--- src/rtl/multicycle_control_fsm.sv ---
// multicycle_control_fsm
// ----------------------
// Control sequencer for the multicycle MIPS datapath. It moves one shared
// ALU, one unified instruction/data memory and the register file through
// fetch, decode, execute, memory and writeback cycles. Supported
// instructions are R_TYPE, ADDI, BEQ, LW, SW and J. Memory accesses use a
// ready handshake, so the FSM waits in FETCH, MEMRD or MEMWR until
// MemReady is high.
//
// Ports
//   clk        : clock, all state changes on the rising edge
//   rst_n      : synchronous active-low reset
//   OPCode     : instruction register bits [31:26]
//   Funct      : instruction register bits [5:0]
//   Zero       : ALU zero flag (used by BEQ)
//   MemReady   : memory finished the current read/write this cycle
//   IorD       : memory address select, 0 = PC, 1 = ALUOut
//   MemRead    : memory read request
//   MemWrite   : memory write request
//   IRWrite    : instruction register load
//   RegDst     : destination register select, 0 = rt, 1 = rd
//   MemtoReg   : writeback select, 0 = ALUOut, 1 = data register
//   RegWrite   : register file write enable
//   ALUSrcA    : ALU operand A, 0 = PC, 1 = register A
//   ALUSrcB    : ALU operand B, 00 = B, 01 = 4, 10 = SignImm, 11 = SignImm<<2
//   ALUCtl     : ALU operation, 010 ADD, 110 SUB, 000 AND, 001 OR, 111 SLT
//   PCSrc      : next-PC select, 00 = ALU result, 01 = ALUOut, 10 = jump
//   PCWrite    : PC write enable
//   State      : current state encoding (debug / verification)
//   InstrDone  : pulse in the last cycle of each instruction
//   Illegal    : high while the FSM sits in TRAP

module multicycle_control_fsm (
  input  logic       clk,
  input  logic       rst_n,
  input  logic [5:0] OPCode,
  input  logic [5:0] Funct,
  input  logic       Zero,
  input  logic       MemReady,
  output logic       IorD,
  output logic       MemRead,
  output logic       MemWrite,
  output logic       IRWrite,
  output logic       RegDst,
  output logic       MemtoReg,
  output logic       RegWrite,
  output logic       ALUSrcA,
  output logic [1:0] ALUSrcB,
  output logic [2:0] ALUCtl,
  output logic [1:0] PCSrc,
  output logic       PCWrite,
  output logic [3:0] State,
  output logic       InstrDone,
  output logic       Illegal
);

  typedef enum logic [3:0] {
    FETCH  = 4'd0,
    DECODE = 4'd1,
    MEMADR = 4'd2,
    MEMRD  = 4'd3,
    MEMWB  = 4'd4,
    MEMWR  = 4'd5,
    EXEC   = 4'd6,
    ALUWB  = 4'd7,
    BRANCH = 4'd8,
    ADDIEX = 4'd9,
    ADDIWB = 4'd10,
    JUMP   = 4'd11,
    TRAP   = 4'd12
  } state_t;

  localparam logic [5:0] OP_RTYPE = 6'b000000;
  localparam logic [5:0] OP_LW    = 6'b100011;
  localparam logic [5:0] OP_SW    = 6'b101011;
  localparam logic [5:0] OP_BEQ   = 6'b000100;
  localparam logic [5:0] OP_ADDI  = 6'b001000;
  localparam logic [5:0] OP_J     = 6'b000010;

  localparam logic [2:0] ALU_ADD = 3'b010;
  localparam logic [2:0] ALU_SUB = 3'b110;
  localparam logic [2:0] ALU_AND = 3'b000;
  localparam logic [2:0] ALU_OR  = 3'b001;
  localparam logic [2:0] ALU_SLT = 3'b111;

  state_t state_q;
  state_t state_d;

  // State register; reset wins over every transition, including TRAP and
  // memory stalls.
  always_ff @(posedge clk) begin
    if (!rst_n) begin
      state_q <= FETCH;
    end else begin
      state_q <= state_d;
    end
  end

  // Next-state logic. Unused codes 13-15 fall into the default and recover
  // to FETCH.
  always_comb begin
    state_d = FETCH;
    case (state_q)
      FETCH:  state_d = MemReady ? DECODE : FETCH;
      DECODE: begin
        case (OPCode)
          OP_LW, OP_SW: state_d = MEMADR;
          OP_RTYPE:     state_d = EXEC;
          OP_BEQ:       state_d = BRANCH;
          OP_ADDI:      state_d = ADDIEX;
          OP_J:         state_d = JUMP;
          default:      state_d = TRAP;
        endcase
      end
      // Only LW and SW reach MEMADR, so anything other than SW is a load.
      MEMADR: state_d = (OPCode == OP_SW) ? MEMWR : MEMRD;
      MEMRD:  state_d = MemReady ? MEMWB : MEMRD;
      MEMWB:  state_d = FETCH;
      MEMWR:  state_d = MemReady ? FETCH : MEMWR;
      EXEC:   state_d = ALUWB;
      ALUWB:  state_d = FETCH;
      BRANCH: state_d = FETCH;
      ADDIEX: state_d = ADDIWB;
      ADDIWB: state_d = FETCH;
      JUMP:   state_d = FETCH;
      TRAP:   state_d = TRAP;
      default: state_d = FETCH;
    endcase
  end

  // Output decode. Mostly Moore from state_q; the only input-dependent
  // terms are the FETCH handshake strobes, the MEMWR done pulse, the BEQ
  // PC write and the R-type ALU operation.
  always_comb begin
    IorD      = 1'b0;
    MemRead   = 1'b0;
    MemWrite  = 1'b0;
    IRWrite   = 1'b0;
    RegDst    = 1'b0;
    MemtoReg  = 1'b0;
    RegWrite  = 1'b0;
    ALUSrcA   = 1'b0;
    ALUSrcB   = 2'b00;
    ALUCtl    = ALU_ADD;
    PCSrc     = 2'b00;
    PCWrite   = 1'b0;
    InstrDone = 1'b0;
    Illegal   = 1'b0;
    case (state_q)
      FETCH: begin
        MemRead = 1'b1;
        ALUSrcB = 2'b01;
        // Latch IR and PC+4 only once memory has actually returned data.
        IRWrite = MemReady;
        PCWrite = MemReady;
      end
      DECODE: begin
        ALUSrcB = 2'b11;
      end
      MEMADR: begin
        ALUSrcA = 1'b1;
        ALUSrcB = 2'b10;
      end
      MEMRD: begin
        IorD    = 1'b1;
        MemRead = 1'b1;
      end
      MEMWB: begin
        MemtoReg  = 1'b1;
        RegWrite  = 1'b1;
        InstrDone = 1'b1;
      end
      MEMWR: begin
        IorD      = 1'b1;
        MemWrite  = 1'b1;
        InstrDone = MemReady;
      end
      EXEC: begin
        ALUSrcA = 1'b1;
        case (Funct)
          6'b100000: ALUCtl = ALU_ADD;
          6'b100010: ALUCtl = ALU_SUB;
          6'b100100: ALUCtl = ALU_AND;
          6'b100101: ALUCtl = ALU_OR;
          6'b101010: ALUCtl = ALU_SLT;
          default:   ALUCtl = ALU_AND;
        endcase
      end
      ALUWB: begin
        RegDst    = 1'b1;
        RegWrite  = 1'b1;
        InstrDone = 1'b1;
      end
      BRANCH: begin
        ALUSrcA   = 1'b1;
        ALUCtl    = ALU_SUB;
        PCSrc     = 2'b01;
        PCWrite   = Zero;
        InstrDone = 1'b1;
      end
      ADDIEX: begin
        ALUSrcA = 1'b1;
        ALUSrcB = 2'b10;
      end
      ADDIWB: begin
        RegWrite  = 1'b1;
        InstrDone = 1'b1;
      end
      JUMP: begin
        PCSrc     = 2'b10;
        PCWrite   = 1'b1;
        InstrDone = 1'b1;
      end
      TRAP: begin
        Illegal = 1'b1;
      end
      default: begin
      end
    endcase
    // Hold every side-effecting strobe low while reset is asserted so the
    // datapath cannot be disturbed before the state register settles.
    if (!rst_n) begin
      MemRead   = 1'b0;
      MemWrite  = 1'b0;
      IRWrite   = 1'b0;
      PCWrite   = 1'b0;
      RegWrite  = 1'b0;
      InstrDone = 1'b0;
      Illegal   = 1'b0;
    end
  end

  assign State = state_q;

endmodule

--- config.mk ---
export PLATFORM = sky130hd
export DESIGN_NAME = multicycle_control_fsm
export DESIGN_NICKNAME = d
export VERILOG_FILES = /design/src/rtl/multicycle_control_fsm.sv
export SDC_FILE = /design/constraint.sdc
export NUM_CORES = 1
export LEC_CHECK = 0
export CORE_MARGIN = 2
export CORE_UTILIZATION = 30
export CTS_BUF_LIST = sky130_fd_sc_hd__clkbuf_16
export DETAILED_ROUTE_END_ITERATION = 10
export PLACE_DENSITY = 0.66
export SKIP_CTS_REPAIR_TIMING = 1
export SLEW_MARGIN = 40
export SYNTH_ARGS = -nofsm -noshare
export SYNTH_HDL_FRONTEND = slang
export SYNTH_SLANG_ARGS = --single-unit
--- constraint.sdc ---
create_clock -name clk -period 4.17 [get_ports clk]
set_clock_uncertainty 0.2 [all_clocks]
set_input_delay 0.834 -clock clk [delete_from_list [all_inputs] [get_ports clk]]
set_output_delay 0.834 -clock clk [all_outputs]
set_load 0.01 [all_outputs]
==> results.toml, run 1 <==
[route]
drt_iter0_drc = 24
drc = 0
post_detailed_routing_wire_length_um = 2100
drt.antenna.violating_nets = 0
drt-vias-per-instance = 5.25
route.vias.total = 871
routedWlPerCell_um = 12.7
drtPass1Iterations = 4

[power_and_ir_drop]
p_total_w = 0.000314
leakage_nw = 0.371
power_density_nw_per_um2 = 287
vdd.ir_drop.worst_mv = 0.190

[setup_path]
path_max_fanout = 7
cp.depth = 6
r2r_start = "State[1]"
timing.critical_path.to_type = "output pin"
worst_r2r_endpoint = "State[0]"
slowest_delay_ns = 0.58
crit_slowest_cell = "clkdlybuf4s50_1"
timing.critical_path.from_type = "input port"
critical_path.top_delay_family = "buffers and inverters"
worstPathBufferInverterCount = 2
reg2regPathDepth = 4
critical_path_required_ns = 3.14
path_cells = "clkdlybuf4s50_1, nor2b_1, a21oi_1, o21ai_1, and3_1, clkdlybuf4s50_1"
critPathKind = "in -> out"
timing.critical_path.mode_cell = "clkdlybuf4s50_1"
worst-endpoint-arrival_ns = 2.49
setup.reg_to_reg.worst_slack_ns = 2.28

[global_routing]
grt_first_pass_wirelength_um = 3470
first_global_vias = 779
final_global_route_overflow_total = 0
grt_antenna_before_repair = 0
grt_start_max_net_pins = 22
track_usage_pct = 17.5

[sta]
timing.final.crit_share_pct = 84.5
slew_headroom_pct = 54.4
tightest_slew_ns = 0.684
timing.final.max_slew_violations = 0
setup_tns_ns = 0
finalHoldViolCount = 0
period_minus_slack_ns = 3.52
timing.fmax_mhz = 284
final-setup-viol-count = 0
setup_repair_after_global_routing_missed_its_margin = "no"

[min_path]
min_from = "State[0]"
hold_path.class = "reg -> reg"
min_path_cells = 2
worst_hold_path.endpoint = "State[1]"

[synthesis]
postSynthNetCount = 121
synthesis.yosys.warnings = 0
synth.ff_latch_count = 4
synth_cell_types = 36
synth_cells = 105
yosysSeqAreaShare_pct = 12.3
syn_area_um2 = 653
post_synth.cell_area_avg_um2 = 6.22

[cts]
clock_sink_count = 4
clock-root-buffer = "clkbuf_16"
htree_num_levels = 1
tritoncts = "done"
cts.reportedPaths.clkPinSlew_ns = 0.03
clk_path_buf_depth = 2
clk_latency_ns = 0.23
cts_buffers = 3

[die]
die_width_um = 50.7
overall_die_area_um2 = 2570
num_rows = 16
start_util_pct = 32.6
num_ports = 38
coreArea_um2 = 2000
die-height_um = 50.7

[outcome]
outcome = "finished, final reports clean"

[final_layout]
largest_register_ffs = 4
fraction_of_final_layout_cells_sized_beyond_drive_strength_1_pct = 6.47
finish.net_count = 157
area.growth.synth_to_final_pct = 67.6
fillCellCount = 205
n_antenna_cell = 0

[placement]
place_congestion = 0.789
place.port_buffers = 37
place.detailed.hpwl_um = 1550

[job]
cap_viol_max_count = 0
==> cell usage after synthesis <==
library cell | instances | area [µm²]
nor2_1 | 18 | 67.6
nand2_1 | 10 | 37.5
nor3_1 | 6 | 30.0
a21oi_1 | 5 | 25.0
nand3_1 | 5 | 25.0
a31oi_1 | 4 | 25.0
dfxtp_1 | 4 | 80.1
nand2b_1 | 4 | 25.0
nor2b_1 | 4 | 25.0
o21ai_0 | 4 | 20.0
o21ai_1 | 4 | 20.0
buf_2 | 3 | 15.0
buf_4 | 3 | 22.5
inv_1 | 3 | 11.3
and3_1 | 2 | 12.5
nand4_1 | 2 | 12.5
nor2_2 | 2 | 12.5
nor3b_1 | 2 | 15.0
o22ai_1 | 2 | 12.5
xnor2_1 | 2 | 17.5
a211o_1 | 1 | 8.76
a21bo_2 | 1 | 10.0
a221oi_1 | 1 | 8.76
a22o_1 | 1 | 8.76
a2bb2oi_1 | 1 | 8.76
and3_4 | 1 | 11.3
mux2_2 | 1 | 11.3
mux2i_1 | 1 | 10.0
nand3b_1 | 1 | 7.51
nor2b_2 | 1 | 8.76
nor4_1 | 1 | 6.26
nor4bb_1 | 1 | 10.0
o211ai_1 | 1 | 7.51
o311ai_0 | 1 | 8.76
or2_1 | 1 | 6.26
xor2_1 | 1 | 8.76
==> where the power goes <==
group,switching (W),internal (W),leakage [nW]
registers,0.0000131,0.0000416,0.0326
logic,0.0000477,0.0000595,0.301
clock network,0.0000294,0.000123,0.0370
total,0.0000902,0.000224,0.371
==> cell type report <==
cell class                 instances  area [µm²]  share of cell area (%)
sequential                         4        80.1                    7.31
timing repair buffer              37         370                    33.8
clock buffer                       3        75.1                    6.86
multi-input combinational         92         524                    47.9
inverter                           3        11.3                    1.03
tap                               27        33.8                    3.09
==> how the worst max path moves through the flow <==
stage	startpoint	to	slack [ns]
floorplan	MemReady	InstrDone	1.81
global placement	MemReady	PCWrite	0.69
detailed placement	MemReady	PCWrite	0.65
CTS	MemReady	PCWrite	0.65
global route	MemReady	PCWrite	0.56
finish	MemReady	PCWrite	0.65
==> per-layer routing <==
metal  wire length [µm]  track usage (%)  vias to the layer above
li1                   -                -                      445
met1               1010             23.1                      383
met2                897             26.1                       38
met3                158             3.87                        5
met4                 42             9.46                        0
met5                  0                0                        -
==> cell usage in the layout, fill, tap and decap left out, types with 2 or more instances in the layout <==
master / instances
nor3b_1: 2
nor2b_1: 4
nand4_1: 2
clkdlybuf4s50_1: 37
nor3_1: 6
xnor2_1: 2
nor2_2: 2
o21ai_1: 4
dfxtp_1: 4
nor2_1: 18
and3_1: 2
clkbuf_16: 3
o21ai_0: 4
nand2_1: 10
nand2b_1: 4
inv_1: 3
o22ai_1: 2
a31oi_1: 4
nand3_1: 5
a21oi_1: 5
==> logic make-up after synthesis <==
logic type      synth area share [%]
compound gates                  25.1
xor+xnor                        4.02
buf+inv                         7.47
flops                           12.3
mux                             3.26
simple gates                    47.9
==> worst register-to-register path, stage by stage (launching register included) <==
cell and delay, ns:
dfxtp_1 0.70, nor2b_2 0.18, a221oi_1 0.37, a2bb2oi_1 0.24
nor2_1 0.07
==> stage by stage <==
stage | util, % | cell area [µm²] | setup slack (ns) | hold slack (ns) | instances
finish | 54.7 | 1090 | 0.646 | 0.515 | 166
CTS | 54.7 | 1090 | 0.653 | 0.517 | 166
global placement | 50.9 | 1020 | 0.693 | 0.535 | 163
detailed placement | 50.9 | 1020 | 0.648 | 0.516 | 163
global route | 54.7 | 1090 | 0.562 | 0.578 | 166
floorplan | - | 653 | 1.81 | 0.455 | 105
Note: power is estimated with default switching activity, not from simulation.
==> run 2: changes to the inputs <==
- clock period: 4.17 -> 3.5 ns (I/O delays scaled with it)
==> run 2 against run 1 <==
Compared with the run above:
- sequential share of layout area about the same
- combinational power is 23% higher
- worst hold slack got worse by 0.0075 ns
- final cell count up 0.60%
- global-route usage is 1.5 points lower
- non-clock buffer count up 1
- total power grew 17%
- register-to-register slack lost 0.59 ns
- die area unchanged
- sequential cell count did not move
- setup slack got worse by 0.38 ns
- largest cell class unchanged
==> results.toml, run 2 (synthesis results as in run 1) <==
[outcome]
outcome = "finished, final reports clean"

[cts]
cts_buffers = 3
cts.reportedPaths.clkPinSlew_ns = 0.03
clk_latency_ns = 0.22
clk_path_buf_depth = 2
htree_num_levels = 1
clock_sink_count = 4
clock-root-buffer = "clkbuf_16"
tritoncts = "done"

[final_layout]
largest_register_ffs = 4
layout.cells.most_common_list = "clkdlybuf4s50_1, nor2_1, nand2_1"
area.growth.synth_to_final_pct = 68.8
final-instance-count-excl-fill = 167
fraction_of_final_layout_cells_sized_beyond_drive_strength_1_pct = 7.14
n_antenna_cell = 0
post-route-util_pct = 55.1
layout_commonest_cell = "clkdlybuf4s50_1"
finish.net_count = 158

[global_routing]
first_global_vias = 755
grt_antenna_before_repair = 0
track_usage_pct = 15.9
grt_first_pass_wirelength_um = 3200
final_global_route_overflow_total = 0
grt_start_max_net_pins = 18

[sta]
timing.fmax_mhz = 309
tightest_slew_ns = 0.586
period_minus_slack_ns = 3.24
final-setup-viol-count = 0
finalHoldViolCount = 0
setup_repair_after_global_routing_missed_its_margin = "no"
slew_headroom_pct = 60.9
setup_tns_ns = 0
timing.final.max_slew_violations = 0
timing.final.crit_share_pct = 92.5
holdWs_ns = 0.508

[setup_path]
worst_r2r_endpoint = "State[0]"
critical_path_required_ns = 2.60
setup.reg_to_reg.worst_slack_ns = 1.69
timing.critical_path.to_type = "output pin"
path_max_fanout = 7
crit_slowest_cell = "clkdlybuf4s50_1"
r2r_start = "State[1]"
slowest_delay_ns = 0.58
worst-endpoint-arrival_ns = 2.34
path_cells = "clkdlybuf4s50_1, nor2b_1, a21oi_1, o21ai_1, and3_1, clkdlybuf4s50_1"
reg2regPathDepth = 4
critPathKind = "in -> out"
timing.critical_path.from_type = "input port"
timing.critical_path.mode_cell = "clkdlybuf4s50_1"
setup.worst_path.start = "MemReady"

[min_path]
hold_path.class = "reg -> reg"
min_path_cells = 2
worst_hold_path.endpoint = "State[1]"
min_from = "State[0]"

[placement]
place.port_buffers = 37
place.detailed.hpwl_um = 1620
placed_cells_incl_taps = 164
place_congestion = 0.789

[die]
die_width_um = 50.7
num_rows = 16
overall_die_area_um2 = 2570
num_ports = 38
coreArea_um2 = 2000
die-height_um = 50.7
start_util_pct = 32.6

[route]
route.vias.total = 859
drt.antenna.violating_nets = 0
post_detailed_routing_wire_length_um = 2030
drtPass1Iterations = 4
drt_iter0_drc = 8
drt-vias-per-instance = 5.14
routedWlPerCell_um = 12.1
drc = 0

[power_and_ir_drop]
vdd.ir_drop.worst_mv = 0.404
power_density_nw_per_um2 = 333
leakage_nw = 0.376

[job]
cap_viol_max_count = 0
-- run 2: worst max path at each step --
| stage | slack, ns | end |
|---|---|---|
| 2_1_floorplan | 1.41 | InstrDone |
| 3_3_place_gp | 0.32 | PCWrite |
| 3_5_place_dp | 0.27 | PCWrite |
| 4_1_cts | 0.28 | PCWrite |
| 5_1_grt | 0.19 | PCWrite |
| 6_report | 0.26 | PCWrite |
-- run 2: metal layers --
layer | routed length (µm) | vias up | global-route usage (%) | part of all wire [%]
met5 | 0 | - | 0 | 0
met4 | 17 | 0 | 6.31 | 0.84
li1 | - | 450 | - | -
met2 | 891 | 40 | 26.3 | 44
met1 | 979 | 367 | 19.9 | 48
met3 | 139 | 2 | 3.57 | 6.9
-- run 2: worst max-delay path, delay by kind of cell --
family	cells	cell delay [ns]
AO/OA/AOI/OAI	2	0.17
buffers and inverters	2	1.11
AND/OR/NAND/NOR	2	0.36
-- run 2: where the power goes --
| part | leakage (nW) | internal, W | switching, W |
|---|---|---|---|
| clock | 0.0370 | 0.000146 | 0.0000276 |
| combinational | 0.307 | 0.0000719 | 0.0000601 |
| sequential | 0.0326 | 0.0000496 | 0.0000120 |
| total | 0.376 | 0.000267 | 0.0000997 |
-- run 2: layout make-up --
type	instances	area [µm²]
multi-input cells	92	524
inverters	3	11.3
flip-flops and latches	4	80.1
well taps	27	33.8
repair buffers	38	378
fillers	194	900
clock buffers	3	75.1
-- run 2: metrics by stage --
| step | total power [W] | worst slack [ns] | cell area [µm²] |
|---|---|---|---|
| 4_1_cts | 0.000372 | 0.276 | 1100 |
| 3_3_place_gp | 0.000194 | 0.322 | 1030 |
| 5_1_grt | 0.000389 | 0.190 | 1100 |
| 6_report | 0.000367 | 0.264 | 1100 |
| 3_5_place_dp | 0.000195 | 0.272 | 1030 |
| 2_1_floorplan | 0.000131 | 1.41 | 653 |
